File: config.mk
export PLATFORM = sky130hd
export DESIGN_NAME = aes_core_arbiter
export DESIGN_NICKNAME = d
export VERILOG_FILES = /design/src/rtl/aes_core_arbiter.sv
export SDC_FILE = /design/constraint.sdc
export NUM_CORES = 1
export LEC_CHECK = 0
export ABC_AREA = 0
export CAP_MARGIN = 15
export CORE_AREA = 2 2 610 612
export DETAILED_ROUTE_END_ITERATION = 10
export DIE_AREA = 0 0 612 614
export MAX_ROUTING_LAYER = met4
export PLACE_DENSITY = 0.3
export SLEW_MARGIN = 40
export SYNTH_ARGS = -nofsm -noshare
export SYNTH_HDL_FRONTEND = slang
export SYNTH_SLANG_ARGS = --single-unit
File: constraint.sdc
create_clock -name clk -period 2.2 [get_ports clk]
set_clock_uncertainty 0.1 [all_clocks]
set_input_delay 0.22 -clock clk [delete_from_list [all_inputs] [get_ports clk]]
set_output_delay 0.22 -clock clk [all_outputs]
set_load 0.1 [all_outputs]
File: src/rtl/aes_core_arbiter.sv
// aes_core_arbiter: round-robin sharing of one AES-128 core among
// N_REQ requesters, with a watchdog that aborts on a hung core.
module aes_core_arbiter #(
    parameter  int N_REQ   = 4,
    parameter  int TIMEOUT = 64,
    localparam int GW      = (N_REQ > 1) ? $clog2(N_REQ) : 1
) (
    input  logic                 clk,
    input  logic                 rst_n,
    input  logic [N_REQ-1:0]     req_valid,
    output logic [N_REQ-1:0]     req_ready,
    input  logic [128*N_REQ-1:0] req_key,
    input  logic [128*N_REQ-1:0] req_data,
    output logic [N_REQ-1:0]     rsp_valid,
    input  logic [N_REQ-1:0]     rsp_ready,
    output logic [127:0]         rsp_data,
    output logic                 rsp_err,
    output logic                 core_start,
    output logic [127:0]         core_key,
    output logic [127:0]         core_plaintext,
    input  logic [127:0]         core_ciphertext,
    input  logic                 core_ready,
    output logic                 busy,
    output logic [GW-1:0]        grant_id
);

    localparam int CW = $clog2(TIMEOUT + 1);

    typedef enum logic [2:0] {
        IDLE,
        ISSUE,
        WAIT_BUSY,
        WAIT_DONE,
        RESP
    } state_t;

    state_t        state_q, state_d;
    logic [GW-1:0] rr_q, rr_d;
    logic [GW-1:0] gid_q, gid_d;
    logic [127:0]  key_q, key_d;
    logic [127:0]  pt_q, pt_d;
    logic [127:0]  dat_q, dat_d;
    logic          err_q, err_d;
    logic [CW-1:0] cnt_q, cnt_d, cnt_inc;
    logic [GW-1:0] win, idx;
    logic          found;
    logic          timeout;

    // First pending requester strictly after the last owner.
    always_comb begin
        found = 1'b0;
        win   = '0;
        idx   = '0;
        for (int k = 1; k <= N_REQ; k++) begin
            idx = GW'((int'(rr_q) + k) % N_REQ);
            if (!found && req_valid[idx]) begin
                found = 1'b1;
                win   = idx;
            end
        end
    end

    assign cnt_inc = cnt_q + 1'b1;
    assign timeout = (cnt_inc == CW'(TIMEOUT));

    always_comb begin
        state_d    = state_q;
        rr_d       = rr_q;
        gid_d      = gid_q;
        key_d      = key_q;
        pt_d       = pt_q;
        dat_d      = dat_q;
        err_d      = err_q;
        cnt_d      = cnt_q;
        req_ready  = '0;
        rsp_valid  = '0;
        core_start = 1'b0;
        unique case (state_q)
            IDLE: begin
                if (rst_n && core_ready && found) begin
                    req_ready[win] = 1'b1;
                    for (int i = 0; i < N_REQ; i++) begin
                        if (win == GW'(i)) begin
                            key_d = req_key[128*i +: 128];
                            pt_d  = req_data[128*i +: 128];
                        end
                    end
                    gid_d   = win;
                    rr_d    = win;
                    state_d = ISSUE;
                end
            end
            ISSUE: begin
                core_start = 1'b1;
                cnt_d      = '0;
                state_d    = WAIT_BUSY;
            end
            WAIT_BUSY: begin
                cnt_d = cnt_inc;
                if (timeout) begin
                    dat_d   = '0;
                    err_d   = 1'b1;
                    state_d = RESP;
                end else if (!core_ready) begin
                    state_d = WAIT_DONE;
                end
            end
            WAIT_DONE: begin
                cnt_d = cnt_inc;
                if (core_ready) begin
                    dat_d   = core_ciphertext;
                    err_d   = 1'b0;
                    state_d = RESP;
                end else if (timeout) begin
                    dat_d   = '0;
                    err_d   = 1'b1;
                    state_d = RESP;
                end
            end
            RESP: begin
                rsp_valid[gid_q] = 1'b1;
                if (rsp_ready[gid_q]) state_d = IDLE;
            end
            default: state_d = IDLE;
        endcase
    end

    always_ff @(posedge clk or negedge rst_n) begin
        if (!rst_n) begin
            state_q <= IDLE;
            rr_q    <= GW'(N_REQ - 1);
            gid_q   <= '0;
            key_q   <= '0;
            pt_q    <= '0;
            dat_q   <= '0;
            err_q   <= 1'b0;
            cnt_q   <= '0;
        end else begin
            state_q <= state_d;
            rr_q    <= rr_d;
            gid_q   <= gid_d;
            key_q   <= key_d;
            pt_q    <= pt_d;
            dat_q   <= dat_d;
            err_q   <= err_d;
            cnt_q   <= cnt_d;
        end
    end

    assign busy           = (state_q != IDLE);
    assign grant_id       = gid_q;
    assign core_key       = key_q;
    assign core_plaintext = pt_q;
    assign rsp_data       = dat_q;
    assign rsp_err        = err_q;

endmodule

* Word level (Yosys, flattened, before mapping)
Index checks and enable logic that the tools add are counted.
** Storage, ports and cells
- Word-level logic and storage cells :: 101
- Input port bits :: 1163
- Output and inout port bits :: 397
- Register bits :: 399
** Cells by class
- $lt $le $gt $ge :: 8
- Equal/unequal tests :: 12
- Reductions and logical operators :: 20
- Muxes and demuxes :: 48
- $add $sub $neg :: 5
** Operators by type and width (count)
- 128-bit 2-to-1 mux :: 10
- 128-bit one-hot mux with 2 select lines :: 1
- 2-bit by 3-bit less-than comparator with 1-bit output (second input constant) :: 6
- 3-bit 2-to-1 mux :: 6
- 3-bit one-hot mux with 5 select lines :: 1
- 1-bit 2-to-1 mux :: 14
- 7-bit one-hot mux with 2 select lines :: 1
- 4-bit 2-to-1 mux :: 3
- 1-bit binary-select mux with 2-bit select :: 5
- 2-bit 2-to-1 mux :: 4
- 7-bit by 1-bit adder with 7-bit output (second input constant) :: 1
- 7-bit == test (second input constant) :: 1
- 1-bit logical AND :: 7
- 3-bit by 2-bit == test with 1-bit output (second input constant) :: 2
- 3-bit inequality test (second input constant) :: 2
- 2-bit by 1-bit adder with 2-bit output (second input constant) :: 2
- 2-bit adder (second input constant) :: 2
- 1-bit demux with 2-bit select :: 2
- 2-bit == test (second input constant) :: 2
- 2-bit by 1-bit >= comparator with 1-bit output (second input constant) :: 2
- 2-bit inequality test (second input constant) :: 2
- 4-bit AND reduction :: 1
- 2-bit nonzero test :: 2
- 4-bit nonzero test :: 1
- 11 further kinds :: 13

* Logic depth before layout (Yosys ltp)
Gate-level depths: netlist (run 1).
- Depth in word-level cells :: 19
- Depth in mapped cells :: 9
- Mapped depth without buffers :: 6

* Worst setup path after synthesis (run 1)
No wires, ideal clock.
- Path kind :: register to output
- Start :: register state_q[2]
- End :: output port req_ready[0]
- Arrival :: 4.139 ns
- Stages on the path, launching flop included :: 6
- Slack :: -2.259 ns
- Required time :: 1.880 ns
- Buffers on the path :: 2
- Path through :: dfrtp_1 -> or3_1 -> or3_1 -> buf_2 -> clkbuf_1 -> nor3_1
** Between the ends
- Longest elaborated chain between the ends :: 2
** Ends and longest elaborated chain
- start, declared :: line 37 : state_t state_q, state_d;
- start signal, assigned :: line 139 : state_q <= state_d;
- 3-bit zero test :: line 78 : unique case (state_q)
- 4-bit 2-to-1 mux :: line 78
- end, declared :: line 11 : output logic [N_REQ-1:0] req_ready,
No other way between the ends.

* Worst setup path in the final report (run 1)
- Start :: register state_q[1]
- End :: output port req_ready[0]
The elaborated chain is that of the path after synthesis.

==> summary.txt, run 1 <==
Layout
  • Register Area: 0.00999 mm²
  • Multi-input logic area: 0.0113 mm²
  • Synthesis-to-finish area growth: 183%
  • Finished Cell Area: 0.0582 mm²
  • Commonest non-fill, non-tap cell in the layout: clkdlybuf4s50_1
  • Fin cells: 10,075
  • Most frequent cells in the layout: clkdlybuf4s50_1, nand2_1, dlygate4sd3_1, buf_4, dfrtp_1
  • Util after Layout: 15.7%
  • Fraction of layout cells with a size suffix above 1: 24.1%
  • Fin nets: 6,096
  • Fill cell count: 41,775

Timing
  • Final hold vios: 0
  • Final slew viol count: 0
  • Slew headroom: 50.3%
  • Final hold slack: 0.0535 ns
  • Min Tclk post-route: 3.11 ns
  • Max frequency: 321 MHz
  • Worst slew pin tran: 0.751 ns
  • Period utilization: 142%
  • RSZ-0062 raised after global routing: yes
  • Final setup viols: 400
  • Final worst slack: -0.915 ns

Run status
  • Failing checks: negative setup slack
  • Status: finished with violations

Global routing
  • Vias in the first global route: 33,932
  • First-pass GRT wire length: 396,000 µm
  • Total gr overflow: 0
  • All-layer global routing usage: 16.9%
  • Largest net degree at the start of global routing: 88
  • Initial antenna violation count: 263

Worst hold path
  • Worst hold start: req_key[72]
  • Hold Path Class: input port to flip-flop
  • Worst Hold Depth: 3
  • WHS Endpoint: core_key[72]

Synth
  • Ys Warns: 0
  • Cells after synthesis: 2,408
  • Post-Syn Area: 0.0205 mm²
  • Synth Area per Inst: 8.53 µm²
  • Synth cell types: 37
  • Ranking of synthesized cells by area: dfrtp_1, nand2_1, a32oi_1
  • Sequential fraction of the synthesis area: 48.6%
  • Yosys top cell area share: 48.4%
  • FF+latch count, synth: 399
  • Syn_nets: 3,572
  • Area leader, netlist: dfrtp_1

Power and ir drop
  • Lkg Pwr: 22.2 nW
  • PwrDens: 1390 mW/mm²
  • Power, Total: 0.0808 W
  • Maximum vdd drop: 1.02 mV

Routing
  • Final ANT Viol Nets: 0
  • DR iter-0 viols: 2,695
  • DRC viols: 0
  • Post-DR wirelength/cell: 32.3 µm
  • Post-Route WL: 325,000 µm
  • Via/cell ratio: 3.29
  • Initial DRT Pass Iterations: 5
  • Via count: 33,114

CTS
  • Clk Latency, worst-skew pair: 0.81 ns
  • Root buffer cell: clkbuf_16
  • Reg clk slew, reported paths: 0.06 ns
  • CTS buffer count: 73
  • CTS tree: done
  • Clock tree buffer depth: 4
  • CTS sink count: 399
  • H-tree lvl count: 3

Floorplanning
  • Die W: 612 µm
  • Site row count: 224
  • I/O Pins: 1,560
  • Core area: 0.370 mm²
  • Die span in y: 614 µm
  • Total Die Area: 0.376 mm²
  • Starting Density: 5.55%

Worst setup path
  • Family with the most delay on the worst path: simple AND/OR/NAND/NOR gates
  • Worst-path maximum fanout: 4
  • Flop-to-flop setup slack: -0.62 ns
  • Critical path's largest stage delay: 0.46 ns
  • Reg2reg start: state_q[1]
  • Crit Path Class: flip-flop to primary output
  • Worst Setup End Kind: primary output
  • CP Cell Sequence: or3_4, or3_4, buf_16, buf_12, nor3_4, buf_12
  • WP data required: 1.88 ns
  • Buf+Inv Stages, Crit Path: 3
  • Max stage delay cell, worst path: or3_4
  • Element type at the critical path start: flip-flop
  • CP Data Arrival Time: 2.79 ns
  • Worst R2R Path Depth: 12
  • RR Endpoint: core_key[89]

Placement
  • Post-DP HPWL: 273,000 µm
  • IO Port Bufs: 1,559
  • Placed instance count: 8,964
  • Post-DP Area: 0.0437 mm²
  • Routability cong.: 0.878

Flow run
  • Max_cap viols: 0
==> flip-flops by register name (all words and copies together) (netlist names) <==
signal / flops
core_key: 128
core_plaintext: 128
rsp_data: 128
cnt_q: 7
state_q: 3
grant_id: 2
rr_q: 2
rsp_err: 1
==> worst max-delay path by stage <==
| stage | slack, ns | depth (start not counted) | to | startpoint |
|---|---|---|---|---|
| 5_1_grt | -1.02 | 6 | req_ready[0] | state_q[1] |
| 3_3_place_gp | -1.04 | 10 | core_key[59] | req_valid[1] |
| 6_report | -0.91 | 6 | req_ready[0] | state_q[1] |
| 2_1_floorplan | -0.58 | 5 | req_ready[0] | state_q[2] |
| 4_1_cts | -1.07 | 6 | req_ready[0] | state_q[2] |
| 3_5_place_dp | -1.05 | 10 | core_key[59] | req_valid[1] |
==> final cells by class <==
cell class                      count  share of cell area, %
Antenna cell                      120                  0.516
Clock inverter                     33                  0.639
Multi-Input combinational cell   1763                   19.5
Sequential cell                   399                   17.2
Inverter                            2                 0.0129
Tap cell                         4972                   10.7
Timing Repair Buffer             2693                   48.0
Clock buffer                       93                   3.44
==> kinds of logic after synthesis <==
logic type / count (synthesis) / share of synthesized area [%]
compound gates: 672 / 26.0
xor+xnor: 3 / 0.128
fa+ha+maj: 1 / 0.0609
buf+inv: 246 / 4.88
flops: 399 / 48.6
mux: 1 / 0.110
simple gates: 1086 / 20.2
==> stage by stage <==
stage	TNS [ns]	worst slack, ns
2_1_floorplan	-45.78	-0.575
3_3_place_gp	-188.93	-1.04
3_5_place_dp	-189.08	-1.05
4_1_cts	-182.33	-1.07
5_1_grt	-192.74	-1.02
6_report	-159.39	-0.915
==> repair_timing <==
item | 4_1_cts | 5_1_grt
endpoints found under the setup margin | 398 | 399
buffers inserted | 92 | 17
resized for setup | 302 | 158
pin swaps | 34 | 42
gates cloned | 49 | 9
hold buffers | 720 | 0
endpoints found under the hold margin | 496 | 0
==> worst register-to-register path, stage by stage, from the launching register on <==
cell     delay, ns
dfrtp_1       0.37
or3_4         0.46
or3_4         0.43
buf_4         0.15
buf_6         0.11
nor2_4        0.13
buf_6         0.11
buf_6         0.11
buf_12        0.14
buf_8         0.15
buf_12        0.11
buf_16        0.13
a32oi_2       0.11
==> Yosys cell counts <==
| cell type | count |
|---|---|
| and2_1 | 1 |
| a22o_1 | 1 |
| o21ai_0 | 11 |
| a32oi_1 | 257 |
| o211ai_1 | 2 |
| a31oi_1 | 2 |
| nand3_1 | 6 |
| o221ai_1 | 256 |
| nor3_2 | 2 |
| nor2b_1 | 5 |
| o211a_1 | 2 |
| o41ai_1 | 2 |
| a21o_1 | 2 |
| o21a_1 | 1 |
| or3_1 | 2 |
| inv_1 | 2 |
| or4b_1 | 1 |
| nor2_1 | 15 |
| xnor2_1 | 1 |
| or2_2 | 2 |
| and3_1 | 1 |
| o21bai_1 | 1 |
| xor2_1 | 2 |
| a211oi_1 | 1 |
| clkbuf_1 | 184 |
| dfstp_2 | 2 |
| ha_1 | 1 |
| nand2b_1 | 4 |
| a21oi_1 | 133 |
| nor3_1 | 5 |
| a211o_1 | 1 |
| buf_1 | 5 |
| buf_2 | 51 |
| nand2_1 | 1042 |
| dfrtp_1 | 397 |
| mux4_2 | 1 |
| buf_4 | 4 |
==> power by group <==
part	leakage [nW]	internal, W	switching (W)	total, W
combinational	16.0	0.0140	0.0410	0.0550
clock	1.17	0.00715	0.00511	0.0123
sequential	4.96	0.0108	0.00276	0.0136
total	22.2	0.0320	0.0489	0.0808
==> routing by layer <==
metal	track usage [%]	part of all wire [%]	vias to the layer above	wire length [µm]
li1	-	-	14147	-
met4	4.67	2.5	0	8140
met5	-	0	-	0
met1	19.4	40	16860	132000
met3	4.27	6.2	446	20100
met2	29.2	51	1661	165000
Power figures use the tool's default switching activity.
==> run 2, diff against run 1 <==
--- a/config.mk
+++ b/config.mk
@@ -6,6 +6,7 @@
 export NUM_CORES = 1
 export LEC_CHECK = 0
 export ABC_AREA = 0
+export ABC_CLOCK_PERIOD_IN_PS = 2200
 export CAP_MARGIN = 15
 export CORE_AREA = 2 2 610 612
 export DETAILED_ROUTE_END_ITERATION = 10
==> results of run 2 <==
Same layout as run 1: the final DEF is identical, and so are final timing and power.
==> run 3, diff against run 2 <==
--- a/config.mk
+++ b/config.mk
@@ -13,6 +13,7 @@
 export DIE_AREA = 0 0 612 614
 export MAX_ROUTING_LAYER = met4
 export PLACE_DENSITY = 0.3
+export SKIP_LAST_GASP = 1
 export SLEW_MARGIN = 40
 export SYNTH_ARGS = -nofsm -noshare
 export SYNTH_HDL_FRONTEND = slang
==> run 3 against run 2 <==
  * The flow still finishes with violations (negative setup slack)
  * Global-route usage barely moved
  * Clock-buffer cell count is the same
  * Sequential cell count stayed put
  * Die area unchanged
  * Final area increased by 0.72%
  * Non-clock buffer count increased by 16
  * Hold slack worse by 0.0073 ns
  * Critical endpoint unchanged
==> summary.txt, run 3 (same netlist as run 1, synthesis figures left out) <==
Timing
  • Final hold vios: 0
  • Max frequency: 322 MHz
  • Sum Neg Setup Slack: -153.34 ns
  • Final slew viol count: 0
  • Slew headroom: 36.8%
  • Final worst slack: -0.903 ns
  • Final setup viols: 398
  • Worst slew pin tran: 0.949 ns
  • Min Tclk post-route: 3.10 ns
  • Period utilization: 141%
  • RSZ-0062 raised after global routing: yes

Power and ir drop
  • Power, Total: 0.0813 W
  • Lkg Pwr: 22.3 nW
  • PwrDens: 1390 mW/mm²
  • Maximum vdd drop: 1.02 mV

Global routing
  • First-pass GRT wire length: 396,000 µm
  • Initial antenna violation count: 260
  • Total gr overflow: 0
  • All-layer global routing usage: 16.9%
  • Largest net degree at the start of global routing: 88
  • Vias in the first global route: 33,959

Routing
  • Post-DR wirelength/cell: 32.4 µm
  • DR iter-0 viols: 2,400
  • Via/cell ratio: 3.28
  • DRC viols: 0
  • Final ANT Viol Nets: 0
  • Post-Route WL: 326,000 µm
  • Via count: 33,086
  • Initial DRT Pass Iterations: 5

Worst hold path
  • Hold Path Class: input port to flip-flop
  • Worst hold start: req_key[284]
  • WHS Endpoint: core_key[28]
  • Worst Hold Depth: 3

Worst setup path
  • RR Endpoint: core_key[89]
  • Element type at the critical path start: flip-flop
  • Worst Setup End Kind: primary output
  • Crit Path Class: flip-flop to primary output
  • Worst-path maximum fanout: 4
  • Critical path launch point: state_q[1]
  • WP data required: 1.88 ns
  • Flop-to-flop setup slack: -0.58 ns
  • Reg2reg start: state_q[1]
  • CP Data Arrival Time: 2.78 ns
  • Worst R2R Path Depth: 12

CTS
  • Clk Latency, worst-skew pair: 0.81 ns
  • Root buffer cell: clkbuf_16
  • H-tree lvl count: 3
  • Reg clk slew, reported paths: 0.06 ns
  • CTS sink count: 399
  • CTS buffer count: 73
  • CTS tree: done
  • Clock tree buffer depth: 4

Floorplanning
  • Die span in y: 614 µm
  • Total Die Area: 0.376 mm²
  • Core area: 0.370 mm²
  • Site row count: 224
  • I/O Pins: 1,560
  • Die W: 612 µm
  • Starting Density: 5.55%

Placement
  • IO Port Bufs: 1,559
  • Routability cong.: 0.878
  • Setup WS pre-CTS: -1.05 ns
  • Post-DP HPWL: 273,000 µm
  • Post-DP Area: 0.0437 mm²

Layout
  • Most frequent cells in the layout: clkdlybuf4s50_1, nand2_1, dlygate4sd3_1, buf_4, dfrtp_1
  • Synthesis-to-finish area growth: 185%
  • Commonest non-fill, non-tap cell in the layout: clkdlybuf4s50_1
  • Fraction of layout cells with a size suffix above 1: 24.6%
  • Finished Cell Area: 0.0586 mm²
  • Fin nets: 6,112
  • Util after Layout: 15.8%

Flow run
  • Max_cap viols: 0

Run status
  • Status: finished with violations
  • Failing checks: negative setup slack
==> run 3: cell types whose count changed in the layout (fill, tap and decap cells not counted), moves of 2 or more <==
cell / previous run / this run
buf_12: 118 / 120
clkbuf_16: 83 / 89
buf_4: 584 / 590
nand2_4: 0 / 2
o221ai_1: 173 / 165
o221ai_4: 24 / 26
buf_16: 49 / 52
a32oi_2: 42 / 46
o221ai_2: 59 / 65
nand2_2: 2 / 4
a32oi_1: 214 / 210
nand2_1: 1040 / 1036
==> run 3: per-layer routing <==
| layer | share of wire [%] | routed length, µm | global-route usage [%] |
|---|---|---|---|
| met1 | 41 | 132000 | 19.4 |
| met2 | 51 | 165000 | 29.1 |
| met3 | 6.2 | 20400 | 4.25 |
| met4 | 2.5 | 8310 | 4.80 |
| met5 | 0 | 0 | - |
==> run 3: report_power, final <==
group          internal (W)  switching (W)
Sequential           0.0108        0.00276
Combinational        0.0142         0.0412
Clock               0.00715        0.00512
Total                0.0321         0.0491
==> run 3: final cells by class <==
type,instances,area (µm²)
diodes,119,298
clock buffers,93,2000
clock inverters,33,372
fillers,41763,312000
inverters,2,7.51
multi-input cells,1763,11400
flip-flops and latches,399,9990
well taps,4972,6220
repair buffers,2709,28200
==> run 3: worst max-delay path by stage <==
stage / endpoint
floorplan: req_ready[0]
global placement: core_key[59]
detailed placement: core_key[59]
CTS: req_ready[0]
global route: req_ready[0]
finish: req_ready[0]
==> run 3: worst max-delay path, stage by stage, from the launching register on <==
cell	delay [ns]
dfrtp_1	0.38
or3_4	0.45
or3_4	0.43
buf_16	0.16
buf_12	0.13
nor3_4	0.19
buf_12	0.20
==> run 3: what timing repair did <==
action / CTS / global route
hold endpoints to repair: 496 / 0
gates resized for setup: 273 / 213
gates cloned: 49 / 15
setup endpoints to repair: 398 / 399
setup buffers: 92 / 28
pin swaps: 34 / 61
hold buffers: 719 / 0
==> run 3: through the flow <==
| stage | hold slack (ns) | cells |
|---|---|---|
| global placement | 0.368 | 8963 |
| floorplan | -0.176 | 2408 |
| detailed placement | 0.379 | 8964 |
| global route | 0.00788 | 10073 |
| finish | 0.0461 | 10090 |
| CTS | 0.000780 | 9944 |
